$ cat config.mk
export PLATFORM = sky130hd
export DESIGN_NAME = line_window_ctrl_flat
export DESIGN_NICKNAME = d
export VERILOG_FILES = /design/src/rtl/line_window_ctrl_if.sv /design/src/rtl/line_window_ctrl.sv /design/src/flat_wrapper.sv
export SDC_FILE = /design/constraint.sdc
export NUM_CORES = 1
export LEC_CHECK = 0
export BUFFER_PORTS_ARGS = -buffer_cell sky130_fd_sc_hd__buf_4
export CORE_ASPECT_RATIO = 1.4
export CORE_MARGIN = 10
export CORE_UTILIZATION = 50
export DETAILED_ROUTE_END_ITERATION = 7
export MAX_ROUTING_LAYER = met4
export PLACE_DENSITY_LB_ADDON = 0.25
export SYNTH_ARGS = -nofsm -noshare
export SYNTH_HDL_FRONTEND = slang
export SYNTH_SLANG_ARGS = --single-unit
$ cat constraint.sdc
create_clock -name clk -period 2.5 [get_ports clk]
set_input_delay 0.5 -clock clk [delete_from_list [all_inputs] [get_ports clk]]
set_output_delay 0.5 -clock clk [all_outputs]
set_load 0.05 [all_outputs]
$ cat src/rtl/line_window_ctrl_if.sv
// rtl/line_window_ctrl_if.sv - pixel-in / line-buffer / window handshake bundle for line_window_ctrl
//
// Purpose: groups the pixel input stream, the line-buffer shift port and the
// 3x3 window handshake into one bundle.
// Signals:
//   i_data/i_valid/i_ready          incoming raster pixels
//   lb_data/lb_shift                line-buffer shift port
//   counter_col/counter_row         centre of the window presented downstream
//   win_valid/win_ready             window handshake
// Modports: slave = controller side, master = source/sink side.
interface line_window_ctrl_if #(
  parameter int DATA_WIDTH = 32
);
  logic [DATA_WIDTH-1:0] i_data;
  logic                  i_valid;
  logic                  i_ready;
  logic [DATA_WIDTH-1:0] lb_data;
  logic                  lb_shift;
  logic [31:0]           counter_col;
  logic [31:0]           counter_row;
  logic                  win_valid;
  logic                  win_ready;

  modport slave (
    input  i_data, i_valid, win_ready,
    output i_ready, lb_data, lb_shift, counter_col, counter_row, win_valid
  );

  modport master (
    output i_data, i_valid, win_ready,
    input  i_ready, lb_data, lb_shift, counter_col, counter_row, win_valid
  );
endinterface

$ cat src/rtl/line_window_ctrl.sv
// rtl/line_window_ctrl.sv - frame sequencer feeding a 3x3 line buffer and issuing window handshakes
//
// Purpose: steps a WIDTH x WIDTH frame through FILL (prime the line buffer),
// RUN (one window per accepted pixel) and FLUSH (zero shifts that drain the
// last WIDTH+1 windows), then pulses frame_done for one cycle.
// Ports:
//   clk         sole clock, rising edge
//   rst         asynchronous active-low reset
//   start       one-cycle frame request, honoured only in IDLE
//   bus         line_window_ctrl_if.slave (pixels, line-buffer shift, windows)
//   busy        high in every state except IDLE
//   frame_done  one-cycle pulse after the last window is consumed
//   stall_cnt   (LINE_WINDOW_CTRL_STALL_CNT_EN only) saturating count of
//               cycles with win_valid=1 and win_ready=0, cleared on start
// Optional feature macro: LINE_WINDOW_CTRL_STALL_CNT_EN
module line_window_ctrl #(
  parameter int DATA_WIDTH = 32,
  parameter int WIDTH      = 5
) (
  input  logic                    clk,
  input  logic                    rst,
  input  logic                    start,
  line_window_ctrl_if.slave       bus,
  output logic                    busy,
  output logic                    frame_done
`ifdef LINE_WINDOW_CTRL_STALL_CNT_EN
  ,
  output logic [31:0]             stall_cnt
`endif
);

  localparam int CNT_W = $clog2(WIDTH * WIDTH + 1);
  // Count values compared before increment, so each names the last shift of its phase.
  localparam logic [CNT_W-1:0] FILL_LAST = CNT_W'(WIDTH);
  localparam logic [CNT_W-1:0] RUN_LAST  = CNT_W'(WIDTH * WIDTH - WIDTH - 2);
  localparam logic [CNT_W-1:0] FLUSH_N   = CNT_W'(WIDTH + 1);
  localparam logic [31:0]      EDGE_LAST = 32'(WIDTH - 1);

  typedef enum logic [2:0] {
    S_IDLE,
    S_FILL,
    S_RUN,
    S_FLUSH,
    S_DONE
  } state_t;

  state_t           state_q, state_d;
  logic [CNT_W-1:0] cnt_q, cnt_d;
  logic             win_valid_q, win_valid_d;
  logic [31:0]      col_q, col_d;
  logic [31:0]      row_q, row_d;
  logic             busy_q, busy_d;
  logic             done_q, done_d;
`ifdef LINE_WINDOW_CTRL_STALL_CNT_EN
  logic [31:0]      stall_q, stall_d;
`endif

  logic shift_ok;
  logic accept_phase;
  logic in_shift;
  logic flush_shift;
  logic win_shift;
  logic consume;

  always_comb begin
    shift_ok     = !win_valid_q || bus.win_ready;
    accept_phase = (state_q == S_FILL) || (state_q == S_RUN);
    in_shift     = accept_phase && shift_ok && bus.i_valid;
    // Flush shifts stop once all WIDTH+1 are issued; the FSM then waits for the last window.
    flush_shift  = (state_q == S_FLUSH) && (cnt_q != FLUSH_N) && shift_ok;
    win_shift    = ((state_q == S_RUN) && in_shift) || flush_shift;
    consume      = win_valid_q && bus.win_ready;
  end

  assign bus.i_ready     = accept_phase && shift_ok;
  assign bus.lb_data     = accept_phase ? bus.i_data : {DATA_WIDTH{1'b0}};
  assign bus.lb_shift    = in_shift || flush_shift;
  assign bus.win_valid   = win_valid_q;
  assign bus.counter_col = col_q;
  assign bus.counter_row = row_q;
  assign busy            = busy_q;
  assign frame_done      = done_q;
`ifdef LINE_WINDOW_CTRL_STALL_CNT_EN
  assign stall_cnt       = stall_q;
`endif

  always_comb begin
    state_d     = state_q;
    cnt_d       = cnt_q;
    win_valid_d = win_valid_q;
    col_d       = col_q;
    row_d       = row_q;

    case (state_q)
      S_IDLE: begin
        if (start) begin
          state_d = S_FILL;
          cnt_d   = '0;
        end
      end
      S_FILL: begin
        if (in_shift) begin
          if (cnt_q == FILL_LAST) begin
            state_d = S_RUN;
            cnt_d   = '0;
          end else begin
            cnt_d = cnt_q + 1'b1;
          end
        end
      end
      S_RUN: begin
        if (in_shift) begin
          if (cnt_q == RUN_LAST) begin
            state_d = S_FLUSH;
            cnt_d   = '0;
          end else begin
            cnt_d = cnt_q + 1'b1;
          end
        end
      end
      S_FLUSH: begin
        if (flush_shift) begin
          cnt_d = cnt_q + 1'b1;
        end
        if ((cnt_q == FLUSH_N) && consume) begin
          state_d = S_DONE;
        end
      end
      S_DONE: begin
        state_d = S_IDLE;
      end
      default: begin
        state_d = S_IDLE;
      end
    endcase

    // A new window overrides the clear, giving one window per cycle back-to-back.
    if (win_shift) begin
      win_valid_d = 1'b1;
    end else if (consume) begin
      win_valid_d = 1'b0;
    end

    if (consume) begin
      if (col_q == EDGE_LAST) begin
        col_d = '0;
        row_d = (row_q == EDGE_LAST) ? 32'd0 : row_q + 32'd1;
      end else begin
        col_d = col_q + 32'd1;
      end
    end
  end

  always_comb begin
    busy_d = (state_d != S_IDLE);
    done_d = (state_d == S_DONE);
  end

`ifdef LINE_WINDOW_CTRL_STALL_CNT_EN
  always_comb begin
    stall_d = stall_q;
    if ((state_q == S_IDLE) && start) begin
      stall_d = '0;
    end else if (win_valid_q && !bus.win_ready && (stall_q != 32'hFFFF_FFFF)) begin
      stall_d = stall_q + 32'd1;
    end
  end
`endif

  always_ff @(posedge clk or negedge rst) begin
    if (!rst) begin
      state_q     <= S_IDLE;
      cnt_q       <= '0;
      win_valid_q <= 1'b0;
      col_q       <= '0;
      row_q       <= '0;
      busy_q      <= 1'b0;
      done_q      <= 1'b0;
`ifdef LINE_WINDOW_CTRL_STALL_CNT_EN
      stall_q     <= '0;
`endif
    end else begin
      state_q     <= state_d;
      cnt_q       <= cnt_d;
      win_valid_q <= win_valid_d;
      col_q       <= col_d;
      row_q       <= row_d;
      busy_q      <= busy_d;
      done_q      <= done_d;
`ifdef LINE_WINDOW_CTRL_STALL_CNT_EN
      stall_q     <= stall_d;
`endif
    end
  end

endmodule

$ cat src/flat_wrapper.sv
// flat-port wrapper written by rule: the top's interface ports become plain ports
module line_window_ctrl_flat 
#(
  parameter int DATA_WIDTH = 32,
  parameter int WIDTH      = 5
)
  (clk, rst, start, busy, frame_done, bus_i_data, bus_i_valid, bus_win_ready, bus_i_ready, bus_lb_data, bus_lb_shift, bus_counter_col, bus_counter_row, bus_win_valid);
  line_window_ctrl_if #(.DATA_WIDTH(DATA_WIDTH)) bus_i ();
  input  logic clk;
  input  logic rst;
  input  logic start;
  output logic busy;
  output logic frame_done;
  input wire logic [$bits(bus_i.i_data)-1:0] bus_i_data;
  input wire logic [$bits(bus_i.i_valid)-1:0] bus_i_valid;
  input wire logic [$bits(bus_i.win_ready)-1:0] bus_win_ready;
  output wire logic [$bits(bus_i.i_ready)-1:0] bus_i_ready;
  output wire logic [$bits(bus_i.lb_data)-1:0] bus_lb_data;
  output wire logic [$bits(bus_i.lb_shift)-1:0] bus_lb_shift;
  output wire logic [$bits(bus_i.counter_col)-1:0] bus_counter_col;
  output wire logic [$bits(bus_i.counter_row)-1:0] bus_counter_row;
  output wire logic [$bits(bus_i.win_valid)-1:0] bus_win_valid;
  assign bus_i.i_data = bus_i_data;
  assign bus_i.i_valid = bus_i_valid;
  assign bus_i.win_ready = bus_win_ready;
  assign bus_i_ready = bus_i.i_ready;
  assign bus_lb_data = bus_i.lb_data;
  assign bus_lb_shift = bus_i.lb_shift;
  assign bus_counter_col = bus_i.counter_col;
  assign bus_counter_row = bus_i.counter_row;
  assign bus_win_valid = bus_i.win_valid;
  line_window_ctrl #(.DATA_WIDTH(DATA_WIDTH), .WIDTH(WIDTH)) u_core (.clk(clk), .rst(rst), .start(start), .bus(bus_i), .busy(busy), .frame_done(frame_done));
endmodule
Word level (Yosys, flattened, before mapping)
Index checks and enable logic that the tools add are counted.
Widths: inputs -> output; s select.

word-level totals
  register bits after elaboration = 75
  word-level logic and storage cells = 61
  bits of input ports = 37
  output and inout bits = 101

operators by class
  eq/ne operators = 14
  add/subtract/negate cells = 3
  muxes and demuxes = 19
  reductions and logical operators = 18

operator list
  kind                   number
  $mux 32                3
  $add 32x1->32 const B  2
  $eq 32x3->1 const B    2
  $mux 5                 6
  $pmux 5 s4             1
  $mux 3                 6
  $pmux 3 s4             1
  $eq 5x3->1 const B     2
  $logic_and 1x1->1      7
  $eq 3x2->1 const B     2
  $ne 2x1->1 const B     3
  $add 5x1->5 const B    1
  $eq 5x5->1 const B     1
  $ne 5x3->1 const B     1
  $reduce_and 5->1       1
  $logic_or 1x1->1       4
  $reduce_bool 4->1      1
  $eq 3x1->1 const B     1
  $eq 3x3->1 const B     1
  $logic_not 3->1        1
  $reduce_bool 3->1      1
  $mux 1                 2
  $ne 2x2->1 const B     1
  $reduce_and 2->1       1
  other kinds (2)        2

Longest topological paths before layout
  depth in word-level cells = 7
  mapped depth = 8
  gate-level depth less buffers = 7

Least setup slack after synthesis
No wires, ideal clock.

  kind = flip-flop to output port
  from = register u_core.cnt_q[0]
  to = output port bus_lb_shift
  arrival = 2,043 ps
  data required time = 2,000 ps
  setup slack = -43 ps
  stages on the path, launching flop included = 8
  cell sequence = dfrtp_1 > inv_1 > ha_1 > nand4bb_1 > mux2i_1 > nor2_1 > a31oi_1 > nor3_1

between the ends
  word-level cells in the longest chain between the ends = 4

RTL lines
  item                            RTL line                 RTL
  start, declared                 line_window_ctrl.sv:48   logic [CNT_W-1:0] cnt_q, cnt_d;
  start signal, assigned          line_window_ctrl.sv:184  cnt_q <= cnt_d;
  $ne 5x3->1                      line_window_ctrl.sv:70   flush_shift = (state_q == S_FLUSH) && (cnt_q != FLUSH_N) && shift_ok;
  $logic_and 1x1->1 (2 in a row)  line_window_ctrl.sv:70
  $logic_or 1x1->1                line_window_ctrl.sv:77   assign bus.lb_shift = in_shift || flush_shift;
  end, declared                   flat_wrapper.sv:19       output wire logic [$bits(bus_i.lb_shift)-1:0] bus_lb_shift;

No other way between the ends.

Worst setup path after layout
Ends and elaborated chain as after synthesis.

==> impl_metrics.toml <==
[status]
status = "finished clean"

[synthesis]
synth_top_cell_by_area = "dfrtp_1"
synth_edf_count = 0
synth_area_leaders = "dfrtp_1, xnor2_1, and2_1, xor2_1, nand4_1"
async_flop_share_pct = 100
synth_ff_type = "dfrtp_1"
synth_cell_types = 46
synth.avg_cell_area_um2 = 9.94
ys_seq_elements = 75
yosys_warnings = 0
yosys-top-cells-count = "dfrtp_1, xnor2_1, and2_1, nor2_1, nand2_1"
syn_nets = 443
syn_area_mm2 = 0.00397
syn-instance-count = 399
synth.most_common_cell = "dfrtp_1"
yosysTopAreaCellShare_pct = 47.3
yosysSeqAreaShare_pct = 47.3

[sta]
tns_ns = 0
slew_headroom_pct = 64.2
drv_slew = 0
timing.final.crit_share_pct = 97.5
setup_viol = 0
tightest_slew_ns = 0.536
fmax_ghz = 0.410
hold_viol_final = 0
period_needed_ns = 2.44
clock_skew_ns = 0.00617

[route]
viasPerCell = 5.44
firstDrtPassIters = 4
routedWlPerCell_um = 16.9
first_iter_violations = 154
wirelength_um = 11000
vias = 3539
drtAntennaViolNets = 0
drc = 0

[critical_path]
reg2reg_slack_ns = 0.21
cp.arrival_ns = 1.94
crit_slowest_cell = "dfrtp_2"
cp_max_fo = 6
critPathMaxStageDelay_ns = 0.44
timing_worst_setup_path_type = "reg -> out"
ff2ff_path_depth = 7
r2r-end = "u_core.bus.counter_row[15]"
worstReg2RegStart = "u_core.bus.counter_col[0]"
worstPathRequired_ns = 2.00
critical_path.cell_chain = "inv_1, ha_1, nand4bb_1, mux2i_1, nor2_1, a31oi_1, nor3_2, buf_4"
end_kind = "primary output"
start_kind = "register"

[grt]
antenna_found_initial = 0
overflow = 0
grt_max_degree = 43
grt_usage_pct = 19.3
grt_pass1_wl_um = 18100
grt_pass1_vias = 3702

[cts]
root_buffer = "clkbuf_8"
clock-sinks = 75
htreeDepth = 3
clock_path_buffers = 2
clkTransAtPathRegs_ns = 0.07
cts_tree = "built"
clk_latency_ns = 0.35
numCtsBuffers = 9
hold_buffers = 0

[placed_design]
io_buffers = 137
dp.cells = 634
placed_area_mm2 = 0.00514
gp_congestion = 0.869
post-dp-hpwl_um = 8780

[pwr]
ir_drop_v = 0.00104
power.leakage_nw = 2.67
pwr_density_cell_mw_per_mm2 = 847

[final_layout]
fin_nets = 591
area_growth_pct = 34.6
layoutNonFillerInstCount = 650
diodes = 0
final_area_mm2 = 0.00534
drive_gt1_share_pct = 30.9

[hold_path]
hp-class = "in -> async"

[die]
die_width_um = 95.3
dieHeight_um = 125
dieArea_mm2 = 0.0119
io_pins = 138
start_util_pct = 51.2
num_rows = 38
core-area_mm2 = 0.00775

[flow_run]
max_cap_viol_count = 0
-- metal layers --
metal  global-route usage [%]  wire length, um  vias up
li1                         -                -     1680
met1                     20.8             4340     1711
met2                     32.1             5690      127
met3                     6.95              776       21
met4                     5.92              196        0
met5                        -                0        -
-- where the power goes --
part           internal, mW  total (mW)  switching [mW]  leakage [nW]
Sequential             1.31        1.47           0.159         0.983
Clock                 0.478       0.897           0.419        0.0885
Combinational         0.703        2.15            1.45          1.60
Total                  2.49        4.52            2.03          2.67
-- worst max path at each step --
stage / start / end
after floorplan: u_core.bus.win_valid / bus_i_ready
final: u_core.cnt_q[0] / bus_lb_shift
after CTS: u_core.cnt_q[0] / bus_lb_shift
after detailed placement: u_core.bus.counter_col[0] / u_core.bus.counter_row[15]
after global routing: u_core.cnt_q[0] / bus_lb_shift
after global placement: u_core.bus.counter_col[0] / u_core.bus.counter_row[15]
-- worst max-delay path, delay by kind of cell, from the launching register on --
kind,cells,cell delay (ns)
AO/OA/AOI/OAI,1,0.18
multiplexers,1,0.23
buffers and inverters,2,0.27
flip-flops,1,0.44
adder cells (fa/ha/maj),1,0.16
AND/OR/NAND/NOR,3,0.31
-- sequential cells by signal, summed over array words and instances (netlist names) --
name / flops
u_core.bus.counter_col: 32
u_core.frame_done: 1
u_core.cnt_q: 5
u_core.bus.counter_row: 32
u_core.bus.win_valid: 1
u_core.busy: 1
u_core.state_q: 3
-- placed cells by master, fill, tap and decap left out, types with 15 or more instances in the layout --
master   count
dfrtp_1     73
nor2_1      28
xnor2_1     38
and3_1      15
and2_1      36
xor2_1      18
nand2_1     27
nand4_1     22
inv_1       16
nand3_1     21
buf_4      147
-- timing repair --
action / 4_1_cts / 5_1_grt
gates resized for setup: 0 / 2
setup buffers: 0 / 2
setup endpoints to repair: 0 / 2
-- per-stage QoR --
| step | utilization [%] | worst slack, ns | hold WS, ns | power (mW) |
|---|---|---|---|---|
| 2_1_floorplan | - | 0.114 | 0.204 | 2.96 |
| 5_1_grt | 68.9 | -0.0627 | 0.143 | 4.74 |
| 3_3_place_gp | 66.3 | 0.253 | 0.494 | 3.62 |
| 4_1_cts | 68.7 | 0.0638 | 0.126 | 4.55 |
| 6_report | 68.9 | 0.0625 | 0.118 | 4.52 |
| 3_5_place_dp | 66.3 | 0.218 | 0.500 | 3.65 |
-- final cells by class --
cell class                 instances  area, um2
clock buffer                      12        145
tap                              100        125
inverter                          16       60.1
multi-input combinational        298       1990
clock inverter                     2       37.5
fill                             615       2410
timing repair buffer             147       1100
sequential                        75       1880
-- logic make-up (layout without fill, tap and decap cells) --
family          count (synthesis)  count (layout)  synth area share, %
compound gates                 29              29                 4.92
xor+xnor                       56              56                 12.4
fa+ha+maj                       7               7                 2.21
buf+inv                        26             177                 2.65
flops                          75              75                 47.3
mux                             3               3                0.789
simple gates                  203             203                 29.7
(Power assumes the default switching activity.)
